File: config.mk
export PLATFORM = sky130hd
export DESIGN_NAME = int_to_fp_converter
export DESIGN_NICKNAME = d
export VERILOG_FILES = /design/src/rtl/int_to_fp_converter.sv
export SDC_FILE = /design/constraint.sdc
export NUM_CORES = 1
export LEC_CHECK = 0
export ABC_AREA = 1
export BUFFER_PORTS_ARGS = -buffer_cell sky130_fd_sc_hd__buf_2
export CAP_MARGIN = 20
export CORE_UTILIZATION = 55
export DETAILED_ROUTE_END_ITERATION = 10
export HOLD_SLACK_MARGIN = 0.05
export PLACE_DENSITY = 0.79
export SKIP_LAST_GASP = 1
export SLEW_MARGIN = 30
export SYNTH_ARGS = -nofsm -noshare
export SYNTH_HDL_FRONTEND = slang
export SYNTH_SLANG_ARGS = --single-unit
File: constraint.sdc
create_clock -name clk -period 3.3 [get_ports clk]
set_clock_uncertainty 0.05 [all_clocks]
set_input_delay 0.165 -clock clk [delete_from_list [all_inputs] [get_ports clk]]
set_output_delay 0.165 -clock clk [all_outputs]
set_load 0.02 [all_outputs]
File: src/rtl/int_to_fp_converter.sv
// Signed integer to 13-bit float (1 sign, 4 exponent, 8 mantissa) converter.
// Normalises iteratively, one left shift per clock, with valid/ready on both sides.
module int_to_fp_converter #(
  parameter int unsigned INT_W = 12
) (
  input  logic             clk,
  input  logic             reset,
  input  logic             in_valid,
  output logic             in_ready,
  input  logic [INT_W-1:0] in_int,
  output logic             out_valid,
  input  logic             out_ready,
  output logic [12:0]      out_fp,
  output logic             out_inexact
);

  localparam int unsigned EXP_W = 4;
  localparam int unsigned MAN_W = 8;
  localparam int unsigned FP_W  = 1 + EXP_W + MAN_W;

  // Bits below the mantissa window that are lost to truncation; empty when INT_W == MAN_W.
  localparam logic [INT_W-1:0] LOW_MASK = INT_W'((32'd1 << (INT_W - MAN_W)) - 32'd1);

  typedef enum logic [1:0] {
    S_IDLE = 2'd0,
    S_NORM = 2'd1,
    S_DONE = 2'd2
  } state_e;

  state_e            state_q, state_d;
  logic              sign_q, sign_d;
  logic [INT_W-1:0]  mag_q, mag_d;
  logic [EXP_W-1:0]  exp_q, exp_d;
  logic [FP_W-1:0]   fp_q, fp_d;
  logic              inexact_q, inexact_d;
  logic              valid_q, valid_d;

  always_ff @(posedge clk) begin
    if (reset) begin
      state_q   <= S_IDLE;
      sign_q    <= 1'b0;
      mag_q     <= '0;
      exp_q     <= '0;
      fp_q      <= '0;
      inexact_q <= 1'b0;
      valid_q   <= 1'b0;
    end else begin
      state_q   <= state_d;
      sign_q    <= sign_d;
      mag_q     <= mag_d;
      exp_q     <= exp_d;
      fp_q      <= fp_d;
      inexact_q <= inexact_d;
      valid_q   <= valid_d;
    end
  end

  always_comb begin
    state_d   = state_q;
    sign_d    = sign_q;
    mag_d     = mag_q;
    exp_d     = exp_q;
    fp_d      = fp_q;
    inexact_d = inexact_q;
    valid_d   = valid_q;

    unique case (state_q)
      S_IDLE: begin
        if (in_valid) begin
          sign_d  = in_int[INT_W-1];
          // Unsigned magnitude: the most negative input maps to 2^(INT_W-1) without overflow.
          mag_d   = in_int[INT_W-1] ? (~in_int + INT_W'(1)) : in_int;
          exp_d   = EXP_W'(INT_W);
          state_d = S_NORM;
        end
      end
      S_NORM: begin
        if (mag_q == '0) begin
          fp_d      = '0;
          inexact_d = 1'b0;
          sign_d    = 1'b0;
          valid_d   = 1'b1;
          state_d   = S_DONE;
        end else if (mag_q[INT_W-1]) begin
          fp_d      = {sign_q, exp_q, mag_q[INT_W-1 -: MAN_W]};
          inexact_d = |(mag_q & LOW_MASK);
          valid_d   = 1'b1;
          state_d   = S_DONE;
        end else begin
          mag_d = mag_q << 1;
          exp_d = exp_q - EXP_W'(1);
        end
      end
      S_DONE: begin
        if (out_ready) begin
          valid_d = 1'b0;
          state_d = S_IDLE;
        end
      end
      default: begin
        state_d = S_IDLE;
      end
    endcase
  end

  assign in_ready    = (state_q == S_IDLE);
  assign out_valid   = valid_q;
  assign out_fp      = fp_q;
  assign out_inexact = inexact_q;

endmodule

# Word-level counts from Yosys, hierarchy flattened
# Index checks and enable logic that the tools add are counted.
[totals] memories=0 in_bits=16 ramBits=0 latchBits=0 rom_bits=0 wordCells=56 output_inout_bits=16 reg_bits=34
[classes] shift=0 n_addsub=2 n_eq_ne=8 reduce_logical=12 bitwise_logic=1 div_mod_pow=0 mux=25 order_cmp=0 multipliers=0
[ops] op="$mux W12" count=4
[ops] op="$mux W13" count=2
[ops] op="$pmux W12 S2" count=1
[ops] op="$add A12 B1 Y12 const B" count=1
[ops] op="$logic_not A12 Y1" count=1
[ops] op="$mux W4" count=3
[ops] op="$not A12 Y12" count=1
[ops] op="$reduce_and A3 Y1" count=4
[ops] op="$ne A2 B2 Y1 const B" count=5
[ops] op="$mux W2" count=4
[ops] op="$pmux W4 S2" count=1
[ops] op="$mux W1" count=7
[ops] op="$pmux W2 S3" count=1
[ops] op="$reduce_bool A2 Y1" count=3
[ops] op="$pmux W1 S2" count=2
[ops] op="$reduce_and A4 Y1" count=1
[ops] op="$reduce_or A4 Y1" count=1
[ops] op="$sub A4 B1 Y4 const B" count=1
[ops] op="$ne A3 B3 Y1 const B" count=1
[ops] op="$eq A2 B1 Y1 const B" count=1
[ops] op="$eq A2 B2 Y1 const B" count=1
[ops] op="$logic_not A2 Y1" count=1
[ops] op="$reduce_and A2 Y1" count=1

# Depth between registers and ports, before layout
[depth] ltp_word=5 depth_mapped=11 ltp_nobuf=11

# Worst setup path after synthesis
# OpenSTA, ideal clock, no wires.
[synth_path] kind="flip-flop to flip-flop" startpoint="register state_q[1]" endpoint="register mag_q[10]" period_less_slack_ps=1430 t_arrival_ps=1261 setup_ps=120 stages_incl_launch_ff=6 n_path_buf=1 required_time_ps=3130 setup_slack_ps=1870 cell_sequence="dfxtp_1 nor2_1 nand2_1 buf_2 a21oi_1 a21oi_1"
[synth_via] elab_chain_len=3 elab_cells_between_ends=8 cone_classes="eq/ne (4); mux (1); reduce/logical (3)"
[synth_lines] element="from (decl)" line="30" source="state_e state_q, state_d;"
[synth_lines] element="from (signal assigned)" line="48" source="state_q <= state_d;"
[synth_lines] element="$logic_not A2 Y1 *"
[synth_lines] element="net in_ready" line="9" source="output logic in_ready,"
[synth_lines] element="$ne A2 B2 Y1 (no source line) / $reduce_bool A2 Y1 (equally long branches)"
[synth_lines] element="$reduce_and A4 Y1 (no source line)"
[synth_lines] element="to (signal assigned)" line="50" source="mag_q <= mag_d;"
[synth_lines] element="to (decl)" line="32" source="logic [INT_W-1:0] mag_q, mag_d;"
# Mark *: on every way through the listed nets, which the timed path passes. The rest lies on a longest branch.
# A chain may end at the register's enable or synchronous reset.

# Worst setup path after layout
[layout_path] startpoint="register state_q[0]" endpoint="register fp_q[2] (netlist: out_fp[2])"
[layout_via] elab_chain_len=2
[layout_lines] element="$eq A2 B1 Y1" line="67" source="unique case (state_q)"
[layout_lines] element="$reduce_and A2 Y1 (no source line)"
[layout_lines] element="to (signal assigned)" line="52" source="fp_q <= fp_d;"
[layout_lines] element="to (decl)" line="34" source="logic [FP_W-1:0] fp_q, fp_d;"
# No other way between the ends.

==> impl_metrics.py <==
metrics = {
    "timing": {
        "maxSlewHeadroom_pct": 58.8,
        "max_freq_mhz": 510,
        "hold_viol_final": 0,
        "tns_ns": 0,
        "setup_violations": 0,
        "timing.hold.ws_ns": 0.0997,
        "period_share_pct": 59.5,
        "worstMarginPinSlew_ns": 0.616,
        "slew_violations": 0,
        "rsz0062_at_grt": "no",
        "min_period_ns": 1.96,
    },
    "placed_design": {
        "io_buffers": 31,
        "dpl.hpwl_um": 2890,
        "place.gp.congestion": 0.855,
        "place_area_sq_mm": 0.00195,
    },
    "global_route": {
        "grt_overflow": 0,
        "antenna_found_initial": 0,
        "first_global_vias": 1569,
        "grt_pass1_wl_um": 6630,
        "grt_usage_pct": 25.3,
        "gr-max-usage-layer": "met2",
        "gr-usage-met2_pct": 40.3,
        "met1_usage_pct": 32.6,
        "grtUsageMet3_pct": 8.08,
        "grt_max_degree": 19,
    },
    "worst_setup_path": {
        "cp_top_family": "simple AND/OR/NAND/NOR gates",
        "crit_type": "flop to flop",
        "worstPathMaxFanout": 13,
        "max_stage_delay_ns": 0.51,
        "cp_data_required_time_ns": 3.47,
        "critPathArrivalTime_ns": 2.14,
        "startpoint_type": "flop",
        "crit_buf_inv": 4,
        "r2r_slack_ns": 1.34,
        "crit_top_cell": "inv_2",
        "end_kind": "flop",
        "slowest_stage": "nor2_1",
        "worstPathCellList": "inv_2 > nor2_4 > inv_2 > nor2_1 > inv_1 > nand2_2 > inv_2 > nand2_1 > a21oi_1",
    },
    "logic_synthesis": {
        "ys_seq_area_share_pct": 37.5,
        "ys_ff_latch": 34,
        "synth_area_leaders": "dfxtp_1 (38%), nand2_1 (16%), nor2_1 (7.5%), a21oi_1 (7.2%), nand3_1 (6.6%)",
        "yosysUniqueCellTypes": 27,
        "yosysWarnings": 0,
        "post-synth-top-area-cell": "dfxtp_1",
        "syn_area_sq_mm": 0.00181,
        "synthesis.instances": 278,
        "avgSynthCellArea_sq_um": 6.52,
        "synth_top_area_share_pct": 37.5,
        "synth_nets": 296,
    },
    "clock_network": {
        "clk_latency_ns": 0.33,
        "cts_made_buffers": 5,
        "clockBufferDepth": 2,
        "clock-sinks": 34,
        "cts.repair.resized": 0,
        "clk_pin_slew_ns": 0.10,
        "cts_tree": "built",
        "htree_num_levels": 2,
        "root_buffer": "clkbuf_4",
        "cts_setup_buffers": 0,
    },
    "routing": {
        "routed_via_density": 5.03,
        "drt-initial-drc-count": 96,
        "drc": 0,
        "ant_nets": 0,
        "vias": 1766,
        "wl_per_cell_um": 11.2,
        "wirelength_um": 3930,
        "dr.pass1.iters": 5,
    },
    "die": {
        "core_sq_mm": 0.00308,
        "num_rows": 20,
        "die_area_sq_mm": 0.00353,
        "dieHeight_um": 59.4,
        "die_x_um": 59.4,
        "initial_core_util_pct": 58.9,
        "pin_count": 32,
    },
    "finish": {
        "seq_area_sq_um": 681,
        "fillers": 284,
        "area_delta_synth_final_pct": 12.4,
        "num-nets-final": 324,
        "multi_input_area_sq_um": 942,
        "final_area_sq_mm": 0.00204,
        "diodes": 0,
        "drive_above_1_share_pct": 16.9,
    },
    "outcome": {
        "status": "finished clean",
    },
    "pwr": {
        "power_per_cell_area_mw_per_mm2": 530,
        "ir_drop_mv": 0.430,
        "power_leakage_nw": 0.980,
    },
    "job": {
        "drv_cap": 0,
    },
    "hold_path": {
        "hp-class": "primary input to flop",
    },
}
-- metrics by stage --
| stage | std cells | total power [mW] | worst slack, ns | utilization, % |
|---|---|---|---|---|
| after global placement | 342 | 0.784 | 1.44 | 63.5 |
| after CTS | 350 | 1.08 | 1.35 | 65.9 |
| after floorplan | 278 | 0.730 | 1.87 | - |
| after detailed placement | 342 | 0.787 | 1.36 | 63.5 |
| final | 351 | 1.08 | 1.34 | 66.2 |
| after global routing | 351 | 1.15 | 1.16 | 66.2 |
-- where the power goes --
part	switching (mW)	internal [mW]	total (mW)
logic	0.192	0.0995	0.291
clock network	0.136	0.161	0.297
registers	0.0364	0.455	0.492
-- final timing paths --
path | cells past startpoint | endpoint | from
max | 9 | out_fp[2] | state_q[0]
min | 4 | mag_q[9] | in_int[9]
max reg2reg | 9 | out_fp[2] | state_q[0]
min reg2reg | 2 | out_fp[3] | out_fp[3]
-- registers in the layout (all words and copies together), names as in the netlist --
register,flops
out_valid,1
state_q,2
out_fp,13
out_inexact,1
sign_q,1
exp_q,4
mag_q,12
-- cell type report --
class                      instances  area share [%]
inverter                          32            5.89
multi-input combinational        201            46.2
tap                               44            2.70
clock buffer                       7            2.21
sequential                        34            33.4
timing repair buffer              32            8.10
clock inverter                     1            1.47
-- placed cells by master (no fill, tap or decap), drive strengths merged --
master        n
inv          32
nand2        79
o211ai        1
or2           2
a21oi        28
a21boi        1
ha            2
o21ai        17
o22ai         3
dfxtp        34
clkbuf        7
nor3          1
nand3b        2
nand3        25
buf          31
dlygate4sd3   1
bufinv        1
xnor2         1
nor2         39
-- cell families after synthesis --
family	Yosys count	share of synthesized area (%)
and+or+nand+nor	148	35.4
AOI/OAI and AO/OA	50	14.7
buffers and inverters	43	10.5
DFF	34	37.5
adders and majority gates	2	1.38
xor gates and xnor gates	1	0.483
-- layer usage --
| layer | routed length, um | part of all wire (%) | up-vias |
|---|---|---|---|
| met5 | 0 | 0 | - |
| met4 | 44 | 1.1 | 0 |
| met3 | 175 | 4.5 | 8 |
| met2 | 1800 | 46 | 41 |
| met1 | 1900 | 48 | 778 |
| li1 | - | - | 939 |
-- synth_stat cells, drive strengths merged --
cell type / instances
buf: 8
inv: 32
nand3b: 2
nand2: 79
o21ai: 17
dfxtp: 34
nor3: 1
nor2: 39
xnor2: 1
nand3: 25
a21boi: 1
o211ai: 1
clkbuf: 3
a21oi: 28
or2: 2
ha: 2
o22ai: 3
-- worst reg2reg max path: stages (launching register included) --
cell	delay, ns
dfxtp_1	0.35
inv_2	0.06
nor2_4	0.17
inv_2	0.16
nor2_1	0.52
inv_1	0.11
nand2_2	0.16
inv_2	0.13
nand2_1	0.09
a21oi_1	0.05
-- repair_timing --
item | CTS | global route
hold buffers | 0 | 1
setup endpoints to repair | 0 | 0
hold endpoints to repair | 0 | 1
No activity file was read; power rests on OpenSTA's default activity.
